--- config.mk ---
export PLATFORM = sky130hd
export DESIGN_NAME = inst_fetch_queue
export DESIGN_NICKNAME = d
export VERILOG_FILES = /design/src/rtl/inst_fetch_queue.sv
export SDC_FILE = /design/constraint.sdc
export NUM_CORES = 1
export LEC_CHECK = 0
export ABC_AREA = 1
export CORE_ASPECT_RATIO = 1.4
export CORE_MARGIN = 5
export CORE_UTILIZATION = 50
export DETAILED_ROUTE_END_ITERATION = 7
export PLACE_DENSITY = 0.72
export SETUP_SLACK_MARGIN = 0.02
export SYNTH_ARGS = -nofsm -noshare
export SYNTH_HDL_FRONTEND = slang
export SYNTH_SLANG_ARGS = --single-unit
--- constraint.sdc ---
create_clock -name clk -period 6.2 [get_ports clk]
set_clock_uncertainty 0.15 [all_clocks]
set_input_delay 1.55 -clock clk [delete_from_list [all_inputs] [get_ports clk]]
set_output_delay 1.55 -clock clk [all_outputs]
set_load 0.02 [all_outputs]
--- src/rtl/inst_fetch_queue.sv ---
// Instruction prefetch queue: issues word fetches to a variable-latency imem
// and buffers returned words with their PC+4 in an in-order FIFO for IF/ID.
module inst_fetch_queue #(
    parameter int unsigned DEPTH    = 4,
    parameter int unsigned MAX_OUT  = 2,
    parameter logic [31:0] RESET_PC = 32'h0000_0000
) (
    input  logic        clk,
    input  logic        rst,
    output logic        imem_req,
    output logic [31:0] imem_addr,
    input  logic        imem_gnt,
    input  logic        imem_rvalid,
    input  logic [31:0] imem_rdata,
    input  logic        redirect,
    input  logic [31:0] redirect_pc,
    input  logic        deq,
    output logic        inst_valid,
    output logic [31:0] inst,
    output logic [31:0] pcAdd4
);
    localparam int PTR_W = $clog2(DEPTH);
    localparam int CNT_W = $clog2(DEPTH + 1);
    localparam int OUT_W = $clog2(MAX_OUT + 1);
    localparam int SUM_W = $clog2(DEPTH + MAX_OUT + 1);

    typedef struct packed {
        logic [31:0] pcAdd4;
        logic [31:0] inst;
    } entry_t;

    entry_t             qMem [DEPTH];
    logic [31:0]        fetchPc, respPc;
    logic [PTR_W-1:0]   headPtr, tailPtr;
    logic [CNT_W-1:0]   count;
    logic [OUT_W-1:0]   outstanding, discard;
    logic [SUM_W-1:0]   credit;
    logic               accept, push, pop, notEmpty;

    // Credits cover both buffered words and in-flight requests, so a response
    // always has a free slot and rvalid never needs back-pressure.
    assign credit    = SUM_W'(count) + SUM_W'(outstanding);
    assign imem_req  = !rst && !redirect && (outstanding < OUT_W'(MAX_OUT))
                       && (credit < SUM_W'(DEPTH));
    assign imem_addr = {fetchPc[31:2], 2'b00};

    assign notEmpty  = (count != '0);
    assign accept    = imem_req && imem_gnt;
    assign push      = imem_rvalid && (discard == '0) && !redirect;
    assign pop       = deq && notEmpty && !redirect;

    assign inst_valid = notEmpty;
    assign inst       = notEmpty ? qMem[headPtr].inst   : 32'h0;
    assign pcAdd4     = notEmpty ? qMem[headPtr].pcAdd4 : 32'h0;

    always_ff @(posedge clk) begin
        if (push)
            qMem[tailPtr] <= '{pcAdd4: respPc + 32'd4, inst: imem_rdata};
    end

    always_ff @(posedge clk or posedge rst) begin
        if (rst) begin
            fetchPc     <= RESET_PC;
            respPc      <= RESET_PC;
            headPtr     <= '0;
            tailPtr     <= '0;
            count       <= '0;
            outstanding <= '0;
            discard     <= '0;
        end else if (redirect) begin
            // Every request still in flight (minus one answered now) is stale.
            fetchPc     <= redirect_pc;
            respPc      <= redirect_pc;
            headPtr     <= '0;
            tailPtr     <= '0;
            count       <= '0;
            outstanding <= outstanding - OUT_W'(imem_rvalid);
            discard     <= outstanding - OUT_W'(imem_rvalid);
        end else begin
            if (accept)
                fetchPc <= fetchPc + 32'd4;

            case ({accept, imem_rvalid})
                2'b10:   outstanding <= outstanding + OUT_W'(1);
                2'b01:   outstanding <= outstanding - OUT_W'(1);
                default: outstanding <= outstanding;
            endcase

            if (imem_rvalid && (discard != '0))
                discard <= discard - OUT_W'(1);

            if (push) begin
                tailPtr <= tailPtr + PTR_W'(1);
                respPc  <= respPc + 32'd4;
            end
            if (pop)
                headPtr <= headPtr + PTR_W'(1);

            case ({push, pop})
                2'b10:   count <= count + CNT_W'(1);
                2'b01:   count <= count - CNT_W'(1);
                default: count <= count;
            endcase
        end
    end
endmodule

**Yosys cells after proc, flatten, opt, wreduce, memory -nomap -nowiden**

Memory sizes are Yosys's and may differ from the RTL's.
Index checks and enable logic that the tools add are counted.

- Input bits: 70
- Flip-flop bits (word level): 75
- Bits in writable memories: 256
- Memories: 1
- Word-level logic and storage cells: 63

- Equal/unequal tests: 4
- Muxes and demuxes: 18
- $lt $le $gt $ge: 2
- Add/sub/neg operators: 11
- Reduce and logical (&&, ||, !) cells: 20

Memories:

| name | words | width | read ports | clocked after Yosys merged registers in | wr ports | RTL line | RTL |
|---|---|---|---|---|---|---|---|
| qMem | 4 | 64 | 1 | 0 | 1 | 32 | `entry_t qMem [DEPTH];` |

Operator list:

| operator | count |
|---|---|
| 2-to-1 mux 32 bit | 6 |
| adder 32 x 3 -> 32 bit (second input constant) | 2 |
| 2-to-1 mux 2 bit | 7 |
| nonzero test 2 bit | 5 |
| logical AND 1 bit | 9 |
| nonzero test 3 bit | 3 |
| adder 2 x 1 -> 2 bit (second input constant) | 3 |
| one-hot mux 3 bit (2 select lines) | 1 |
| equality test 2 x 1 -> 1 bit (second input constant) | 2 |
| equality test 2 bit (second input constant) | 2 |
| one-hot mux 2 bit (2 select lines) | 1 |
| subtractor 2 x 1 -> 2 bit (second input constant) | 2 |
| adder 3 x 1 -> 3 bit (second input constant) | 1 |
| adder 3 x 2 -> 3 bit | 1 |
| less-than comparator 3 bit (second input constant) | 1 |
| 2-to-1 mux 3 bit | 1 |
| subtractor 3 x 1 -> 3 bit (second input constant) | 1 |
| logical NOT 1 bit | 2 |
| logical NOT 2 bit | 1 |
| less-than comparator 2 bit (second input constant) | 1 |
| 2-to-1 mux 1 bit | 2 |
| subtractor 2 x 1 -> 2 bit | 1 |

**Longest topological paths before layout**

- Depth after elaboration: 8
- Depth in mapped cells: 11
- Mapped depth without buffers: 11

**Least setup slack after synthesis**

Ideal clock, no wire load.

- Kind: input port to flip-flop
- Start: in redirect
- End: mem qMem[0][0] (netlist bit), enable pin
- Slack: 707 ps
- Arrival time: 4,857 ps
- Stages: 4
- Setup time: 486 ps
- Data required time: 5,564 ps
- Cell sequence: clkbuf_1 -> nor2_2 -> inv_1 -> nor2_1

- Word-level cells in the longest chain between the ends: 4

Ends and longest elaborated chain:

| element | RTL line | RTL |
|---|---|---|
| from (decl) | 15 | `input logic redirect,` |
| logical NOT 1 bit | 49 | `assign push = imem_rvalid && (discard == '0) && !redirect;` |
| logical AND 1 bit | 49 |  |
| 2-to-1 mux 1 bit | 57 | `if (push)` |
| 2-to-1 mux 1 bit (not written as such) | 58 | `qMem[tailPtr] <= '{pcAdd4: respPc + 32'd4, inst: imem_rdata};` |
| to (decl) | 32 |  |

Every way passes these cells.

**Worst setup path after layout**

- Start: reg headPtr[0]
- End: out pcAdd4[24]

- Word-level cells in the longest chain between the ends: 2

Ends and longest elaborated chain:

| element | RTL line | RTL |
|---|---|---|
| from (decl) | 34 | `logic [PTR_W-1:0] headPtr, tailPtr;` |
| from (signal assigned) | 97 | `headPtr <= headPtr + PTR_W'(1);` |
| memory read (4 x 64 bit) | n/a |  |
| 2-to-1 mux 32 bit | 54 | `assign pcAdd4 = notEmpty ? qMem[headPtr].pcAdd4 : 32'h0;` |
| to (decl) | 20 | `output logic [31:0] pcAdd4` |

Every way passes these cells.

==> results by group <==
Timing
  • Worst setup margin: 1040 ps
  • RSZ-0062 raised after global routing: false
  • Setup TNS: 0 ps
  • Slew Limit Fails: 0
  • Fmax: 194 MHz
  • Period minus WS final: 5160 ps
  • Fin. Hold Viols: 0
  • Slew HR: 33.3%
  • Period utilisation layout: 83.2%
  • Final hold slack: 383 ps
  • Worst slew pin tran: 1000 ps
  • Setup violators final: 0

CTS
  • # resized after CTS: 0
  • Clock buffer depth: 3
  • CTS tree: built
  • H-tree Lvls: 1
  • Insertion delay to the later sink of the worst-skew pair: 570 ps
  • Post-CTS setup buffers: 0
  • Sink Count: 329
  • CTS buffer count: 29
  • Hold buffers post-CTS: 0
  • Worst-path clk slew: 60 ps
  • Clk root buf: clkbuf_16

Placement
  • Dpl hpwl: 23.0 mm
  • Placer Congestion: 0.955
  • Setup WS pre-CTS: 1380 ps
  • Number of I/O port buffers: 165

Critical path
  • Worst reg-to-reg path cell count: 10
  • Setup Crit Path Kind: reg -> out
  • CP startpoint kind: flop
  • CP Max Fanout: 78
  • Worst setup EP type: output port
  • Arrival time worst endpoint: 3460 ps
  • CP required: 4500 ps

Run
  • Max_cap viols: 0

Cells and area
  • Commonest non-fill, non-tap cell in the layout: nor2_1
  • # diodes: 0
  • Most frequent cells in the layout: nor2_1, edfxtp_1, nand2_1, clkdlybuf4s50_1, o21ai_0
  • Final Net Count: 1730
  • Area delta synth->final: 20.5%
  • FILL cells: 2403
  • Share of layout cells above drive strength 1: 5.56%

Synthesis
  • Post-Syn Instances: 1505
  • Synthesized area per cell: 9.87 µm²
  • Synth warn: 0
  • Sequential fraction of the synthesis area: 64.0%
  • Cell variety after synth: 38
  • Register bit total from synthesis: 329
  • Post-Syn Area: 14900 µm²

GRT
  • First-pass GRT wire length: 57.4 mm
  • Vias in the first global route: 11200
  • Pin count of the biggest net entering global routing: 97
  • Gr usage total: 21.4%
  • GR Overflow Total: 0
  • Initial antenna violation count: 0

Detailed routing
  • TritonRoute pass-1 iters: 7
  • DR vias: 11100
  • DR iter-0 viols: 752
  • Post-route ant nets: 0
  • DR vias/cell: 5.39
  • Final WL: 36.0 mm
  • Residual DRC: 0
  • Wire length per cell: 17.5 µm

Floorplanning
  • I/O Pins: 168
  • Row Count: 74
  • Die X: 156 µm
  • Die Footprint: 33300 µm²
  • Initial Util: 50.8%
  • Core box area: 29300 µm²
  • Chip Height: 214 µm

Power and ir drop
  • LEAKAGE: 6.74 nW
  • Power density over the cells: 385 nW/µm²
  • Peak supply drop: 0.186 mV

Hold path
  • Worst hold path class: reg -> reg
  • Worst hold path cell count: 2

Run status
  • Outcome: finished clean
-- synth_stat cells (all sizes together) --
library cell,count,area [µm²]
a21oi,69,345
a22oi,1,7.51
a31oi,1,6.26
and2,1,6.26
buf,37,173
clkbuf,29,109
conb,1,3.75
dfrtp,73,1830
edfxtp,256,7690
fa,1,20.0
ha,9,113
inv,123,462
nand2,245,932
nand3,63,325
nand3b,2,15.0
nand4,10,68.8
nor2,328,1260
nor3,28,145
nor3b,1,7.51
nor4,1,6.26
o211ai,21,158
o21ai,159,796
o21bai,2,15.0
o221ai,4,35.0
o22ai,3,18.8
xnor2,2,17.5
xor2,35,307
-- routing by layer --
metal	global-route usage, %	share of wire (%)	vias up
li1	-	-	5347
met1	26.0	40	5258
met2	38.0	50	367
met3	2.16	5.7	84
met4	9.87	4.4	0
met5	0	0	-
-- metrics by stage --
stage | cell area [µm²] | cells | util [%] | power (mW)
6_report | 17900 | 2053 | 61.2 | 6.89
3_5_place_dp | 16900 | 1999 | 57.8 | 5.08
2_1_floorplan | 14900 | 1506 | - | 4.06
5_1_grt | 17900 | 2053 | 61.2 | 7.23
4_1_cts | 17900 | 2053 | 61.2 | 6.94
3_3_place_gp | 16900 | 1999 | 57.8 | 5.04
-- power breakdown --
group / switching, mW / total, mW / leakage, nW / internal, mW
registers: 0.156 / 2.74 / 3.20 / 2.58
logic: 1.41 / 2.29 / 3.05 / 0.873
clock network: 0.790 / 1.86 / 0.492 / 1.07
-- kinds of logic (layout without fill, tap and decap cells) --
| logic type | after synthesis | in the layout | share of synthesized area, % |
|---|---|---|---|
| buffers and inverters | 189 | 356 | 5.00 |
| adder cells (fa/ha/maj) | 10 | 10 | 0.892 |
| AO/OA/AOI/OAI | 260 | 260 | 9.29 |
| AND/OR/NAND/NOR | 679 | 679 | 18.6 |
| other | 1 | 2 | 0.0252 |
| XOR/XNOR | 37 | 37 | 2.18 |
| flip-flops | 329 | 329 | 64.0 |
-- path summary, 6_finish.rpt --
path	slack [ps]	end	startpoint
setup / recovery	1040	pcAdd4[24]	headPtr[0]
hold / removal	380	discard[0]	discard[0]
setup reg to reg	3260	count[2]	count[0]
hold reg to reg	380	discard[0]	discard[0]
max in group asynchronous	3480	respPc[26]	rst
min in group asynchronous	1360	respPc[12]	rst
-- sequential cells by signal, indices dropped and copies added, names as in the netlist --
name and cells:
headPtr 2, respPc 32, outstanding 2, tailPtr 2
fetchPc 30, qMem 256, discard 2, count 3
-- worst max-delay path, cell delays in order (launching register included) --
cell	delay (ps)
dfrtp_4	780
buf_4	750
nor2_1	120
nor2_1	120
o21ai_0	110
a21oi_1	290
clkdlybuf4s50_1	670
-- area by class of cell --
cell class | count | area, µm² | area share [%]
Sequential cell | 329 | 9520 | 53.2
Multi-Input combinational cell | 988 | 4640 | 25.9
Inverter | 123 | 462 | 2.58
Tap cell | 380 | 475 | 2.65
Clock inverter | 15 | 173 | 0.964
Timing Repair Buffer | 179 | 1810 | 10.1
Clock buffer | 39 | 831 | 4.64
(Power assumes the default switching activity.)
